===== config.mk =====
export PLATFORM = sky130hd
export DESIGN_NAME = shift_seq_arbiter
export DESIGN_NICKNAME = d
export VERILOG_FILES = /design/src/rtl/shift_seq_arbiter.sv
export SDC_FILE = /design/constraint.sdc
export NUM_CORES = 1
export LEC_CHECK = 0
export CORE_ASPECT_RATIO = 2
export CORE_UTILIZATION = 45
export DETAILED_ROUTE_END_ITERATION = 7
export PLACE_DENSITY = 0.65
export SLEW_MARGIN = 20
export SYNTH_ARGS = -nofsm -noshare
export SYNTH_HDL_FRONTEND = slang
export SYNTH_SLANG_ARGS = --single-unit

===== constraint.sdc =====
create_clock -name clk -period 3.3 [get_ports clk]
set_input_delay 0.66 -clock clk [delete_from_list [all_inputs] [get_ports clk]]
set_output_delay 0.66 -clock clk [all_outputs]
set_load 0.01 [all_outputs]

===== src/rtl/shift_seq_arbiter.sv =====
// Shared multi-cycle shift unit: two round-robin requesters, one log-shifter stage per clock.
// Build option SHIFT_SKIP_EN: stop after the highest set shamt bit (shamt 0 / pass-through go straight to RESP).
module shift_seq_arbiter #(
  parameter int DW = 32
) (
  input  logic          clk,
  input  logic          rst,
  input  logic          req0_valid,
  output logic          req0_ready,
  input  logic [DW-1:0] req0_data,
  input  logic [4:0]    req0_shamt,
  input  logic [1:0]    req0_op,
  input  logic          req1_valid,
  output logic          req1_ready,
  input  logic [DW-1:0] req1_data,
  input  logic [4:0]    req1_shamt,
  input  logic [1:0]    req1_op,
  output logic          rsp_valid,
  input  logic          rsp_ready,
  output logic [DW-1:0] rsp_data,
  output logic          rsp_id,
  output logic          busy
);

  // state | meaning
  // IDLE  | arbitrating, ready may be offered to one requester
  // SHIFT | applying stage 'stage' (shift by 2^stage) to acc
  // RESP  | result presented, waiting for rsp_ready
  typedef enum logic [1:0] {IDLE, SHIFT, RESP} state_t;

  state_t        state, state_next;
  logic [DW-1:0] acc, acc_step;
  logic [4:0]    shamt_r;
  logic [1:0]    op_r;
  logic          id_r;
  logic [2:0]    stage;
  logic          last_grant;
  logic          grant0, grant1, accept;
  logic [DW-1:0] sel_data;
  logic [4:0]    sel_shamt;
  logic [1:0]    sel_op;
  logic [4:0]    step_amt;
  logic          direct;
  logic [2:0]    last_stage;

`ifdef SHIFT_SKIP_EN
  function automatic logic [2:0] top_bit(input logic [4:0] s);
    top_bit = 3'd0;
    for (int i = 0; i < 5; i++)
      if (s[i]) top_bit = 3'(i);
  endfunction

  assign direct     = (sel_shamt == 5'd0) || (sel_op == 2'b10);
  assign last_stage = top_bit(shamt_r);
`else
  assign direct     = 1'b0;
  assign last_stage = 3'd4;
`endif

  // On a tie the requester that did not win last time is granted.
  assign grant0     = req0_valid && (!req1_valid || last_grant);
  assign grant1     = req1_valid && (!req0_valid || !last_grant);
  assign req0_ready = !rst && (state == IDLE) && grant0;
  assign req1_ready = !rst && (state == IDLE) && grant1;
  assign accept     = req0_ready || req1_ready;
  assign busy       = (state != IDLE);

  assign sel_data  = req1_ready ? req1_data  : req0_data;
  assign sel_shamt = req1_ready ? req1_shamt : req0_shamt;
  assign sel_op    = req1_ready ? req1_op    : req0_op;

  always_comb begin
    acc_step = acc;
    step_amt = 5'd1 << stage;
    if (shamt_r[stage]) begin
      case (op_r)
        2'b00:   acc_step = acc << step_amt;
        2'b01:   acc_step = acc >> step_amt;
        2'b11:   acc_step = $unsigned($signed(acc) >>> step_amt);
        default: acc_step = acc;
      endcase
    end
  end

  always_comb begin
    state_next = state;
    case (state)
      IDLE:    if (accept) state_next = direct ? RESP : SHIFT;
      SHIFT:   if (stage == last_stage) state_next = RESP;
      RESP:    if (rsp_ready) state_next = IDLE;
      default: state_next = IDLE;
    endcase
  end

  always_ff @(posedge clk) begin
    if (rst) begin
      state      <= IDLE;
      acc        <= '0;
      shamt_r    <= '0;
      op_r       <= '0;
      id_r       <= 1'b0;
      stage      <= '0;
      last_grant <= 1'b1;
      rsp_valid  <= 1'b0;
      rsp_data   <= '0;
      rsp_id     <= 1'b0;
    end else begin
      state <= state_next;
      case (state)
        IDLE: begin
          if (accept) begin
            acc        <= sel_data;
            shamt_r    <= sel_shamt;
            op_r       <= sel_op;
            id_r       <= req1_ready;
            last_grant <= req1_ready;
            stage      <= 3'd0;
            if (direct) begin
              rsp_valid <= 1'b1;
              rsp_data  <= sel_data;
              rsp_id    <= req1_ready;
            end
          end
        end
        SHIFT: begin
          acc   <= acc_step;
          stage <= stage + 3'd1;
          if (stage == last_stage) begin
            rsp_valid <= 1'b1;
            rsp_data  <= acc_step;
            rsp_id    <= id_r;
          end
        end
        RESP: begin
          if (rsp_ready) rsp_valid <= 1'b0;
        end
        default: ;
      endcase
    end
  end

endmodule


==> flow_summary.toml <==
[global_routing]
grt_pass1_vias = 11400
grt_remaining_overflow = 0
busiest_layer = "met2"
gr-usage-met3 = 0.184
grt_usage = 0.556
groute.layer.met2.usage = 0.852
grt_first_pass_wirelength_mm = 78.8
grt_max_degree = 50
antenna_found_initial = 0
grt_use_met1 = 0.583

[synth]
synth_area_sq_um = 8710
synthMuxAreaShare = 0.135
syn_nets = 1299
yosysTopAreaCellShare = 0.184
yosysMostFrequentCell = "nand2_1"
post-synth-top-area-cell = "dfxtp_1"
ys.flop_type = "dfxtp_1"
async_flop_share = 0
synth-compound-area-share = 0.353
ys_seq_elements = 80
synthTopCellsByArea = "dfxtp_1 (18%), nand2_1 (7.4%), mux2i_1 (7.1%)"
yosysWarnings = 0
synth_xor_area_frac = 0
synth_fa_ha_area_frac = 0.00718
yosys.area_share.simple = 0.235
synth_commonest_cells = "nand2_1 (172), nor2_1 (110), a21oi_1 (87), dfxtp_1 (80), clkbuf_1 (79)"
synth_cells = 1211
synth_top_family_by_area = "compound AO/OA/AOI/OAI gates"
synth_edf_count = 0
synth_cell_types = 94
yosysSeqAreaShare = 0.184
syn_avg_cell_area_sq_um = 7.20

[status]
violations = "DRC"
outcome = "finished with violations"

[sta]
min_period_over_period = 0.968
slew_violations = 0
worst_slack_ns = 0.107
skew_ns = 0.00689
hold_viol = 0
finalSetupViolations = 0
finalCriticalPeriod_ns = 3.19
rsz0062_at_grt = "false"
slew_headroom = 0.422
max_freq_ghz = 0.313
worst_pin_slew_ns = 0.866

[placement]
place_ws_ns = -0.0608
place_inst = 1591
portBuffers = 119
post-dp-hpwl_mm = 40.8
routabilityCongestion = 1.10

[final_layout]
num_antenna_cells = 0
nNetsFinal = 1437
final_cells = 1609
syn_to_final_growth_pct = 28.9
drive_gt1_frac = 0.185
seqCellArea_sq_um = 1600
multi_input_area_sq_um = 6450
fillCellCount = 1788

[pwr]
irDropWorstVdd_v = 0.000456
pwr-share-comb = 0.502
power_leakage_nw = 4.24
switching_share = 0.447
p_seq_frac = 0.256
p_int_w = 0.00260
switchingPower_w = 0.00210
clock_power_share = 0.242
finalPower_w = 0.00470
power_density_nw_per_um2 = 419

[clock_tree]
cts_tree = "built"
cts_inserted_buffers = 9
htree_levels = 3
cts.sinks = 80
clkTransAtPathRegs_ns = 0.06
cts.path.max_buffers = 2
insertion_delay_ns = 0.36
cts_root_buffer = "clkbuf_16"

[worst_hold_path]
min-delay-path-class = "reg2reg"

[floorplan]
die_w_um = 100
core.rowCount = 71
dieArea_sq_um = 20000
core_sq_um = 18900
die_h_um = 199
start_util = 0.460
ioPinCount = 120

[drt]
drtPass1Iterations = 8
antenna_left = 0
drt-initial-drc-count = 1919
detail_route.vias_per_cell = 7.42
vias = 11900
drt_wl_total_mm = 54.3
wl_per_cell_um = 33.8
post-route-drc-count = 31

[worst_setup_path]
cp-start-kind = "register"
crit_path_end_kind = "register"
critical_path_class = "reg2reg"
r2r_slack_ns = 0.11
critical_path_required_ns = 3.54
path_max_fanout = 13
arrival_ns = 3.43

[job]
maxCapViolations = 0
[timing repair]
action,4_1_cts,5_1_grt
hold buffers,0,0
endpoints found under the setup margin,2,23
setup buffers,0,2
pin swaps,0,1
resized for setup,2,19
cloned,0,0
[cell families (layout without fill, tap and decap cells)]
| logic type | after synthesis | after routing |
|---|---|---|
| DFF | 80 | 80 |
| buffers and inverters | 159 | 302 |
| adders and majority gates | 5 | 5 |
| AOI/OAI and AO/OA | 433 | 433 |
| and+or+nand+nor | 435 | 435 |
| muxes | 99 | 99 |
[power groups by stage]
stage | registers, W | clock network (W) | logic [W]
after floorplan | 0.00107 | 0 | 0.00128
after global placement | 0.00120 | 0 | 0.00216
after detailed placement | 0.00120 | 0 | 0.00214
after CTS | 0.00118 | 0.00113 | 0.00216
after global routing | 0.00120 | 0.00116 | 0.00239
final | 0.00120 | 0.00114 | 0.00236
[per-layer routing]
layer	up-vias	wire [um]
met5	-	0
met2	1065	23600
met3	433	6390
met1	5552	17300
li1	4886	-
met4	0	7010
[cell usage in the layout, fill, tap and decap left out, types with 7 or more instances in the layout]
cell	instances
a211oi_1	30
a21oi_1	87
a221oi_1	10
a22o_1	9
a22oi_1	19
a311oi_1	14
a31oi_1	24
a32o_1	8
buf_12	12
buf_4	138
clkbuf_16	9
clkdlybuf4s50_1	118
dfxtp_1	80
inv_1	13
mux2_2	25
mux2i_1	61
mux4_2	12
nand2_1	171
nand2b_1	17
nand3_1	39
nand3b_1	7
nand4_1	9
nor2_1	108
nor3_1	18
nor4_1	8
o211ai_1	21
o21ai_0	53
o21ai_1	15
o221ai_1	20
o22a_1	7
o22ai_1	25
o31ai_1	8
o32ai_1	8
[worst max-delay path, stage by stage, from the launching register on]
cell      delay, ns
dfxtp_1        0.36
inv_2          0.15
ha_4           0.30
buf_4          0.27
o21bai_1       0.12
buf_4          0.20
a22o_1         0.23
a21oi_1        0.55
o22ai_1        0.27
a32o_1         0.34
a21oi_1        0.18
o22ai_1        0.08
[flip-flops by register name (all words and copies together), names as in the netlist]
register / cells
acc: 32
id_r: 1
last_grant: 1
op_r: 2
rsp_data: 32
rsp_id: 1
rsp_valid: 1
shamt_r: 5
stage: 3
state: 2
[worst paths after layout]
kind | from | endpoint | depth (start not counted)
hold reg to reg | rsp_data[28] | rsp_data[28] | 2
hold / removal | rsp_data[28] | rsp_data[28] | 2
setup reg to reg | stage[0] | acc[5] | 11
setup / recovery | stage[0] | acc[5] | 11
[stage by stage]
stage | TNS, ns | util | instance area (sq um) | hold WS (ns)
after floorplan | 0 | - | 8710 | 0.432
after global placement | -0.0329 | 0.571 | 10800 | 0.428
after detailed placement | -0.0665 | 0.571 | 10800 | 0.443
after CTS | 0 | 0.589 | 11100 | 0.451
after global routing | 0 | 0.594 | 11200 | 0.473
final | 0 | 0.594 | 11200 | 0.452
[area by class of cell]
| class | count | area share |
|---|---|---|
| Clock inverter | 6 | 0.00802 |
| Multi-Input combinational cell | 972 | 0.575 |
| Sequential cell | 80 | 0.143 |
| Timing Repair Buffer | 269 | 0.219 |
| Inverter | 17 | 0.00568 |
| Clock buffer | 10 | 0.0213 |
| Tap cell | 255 | 0.0284 |
No activity file was read; power rests on OpenSTA's default activity.
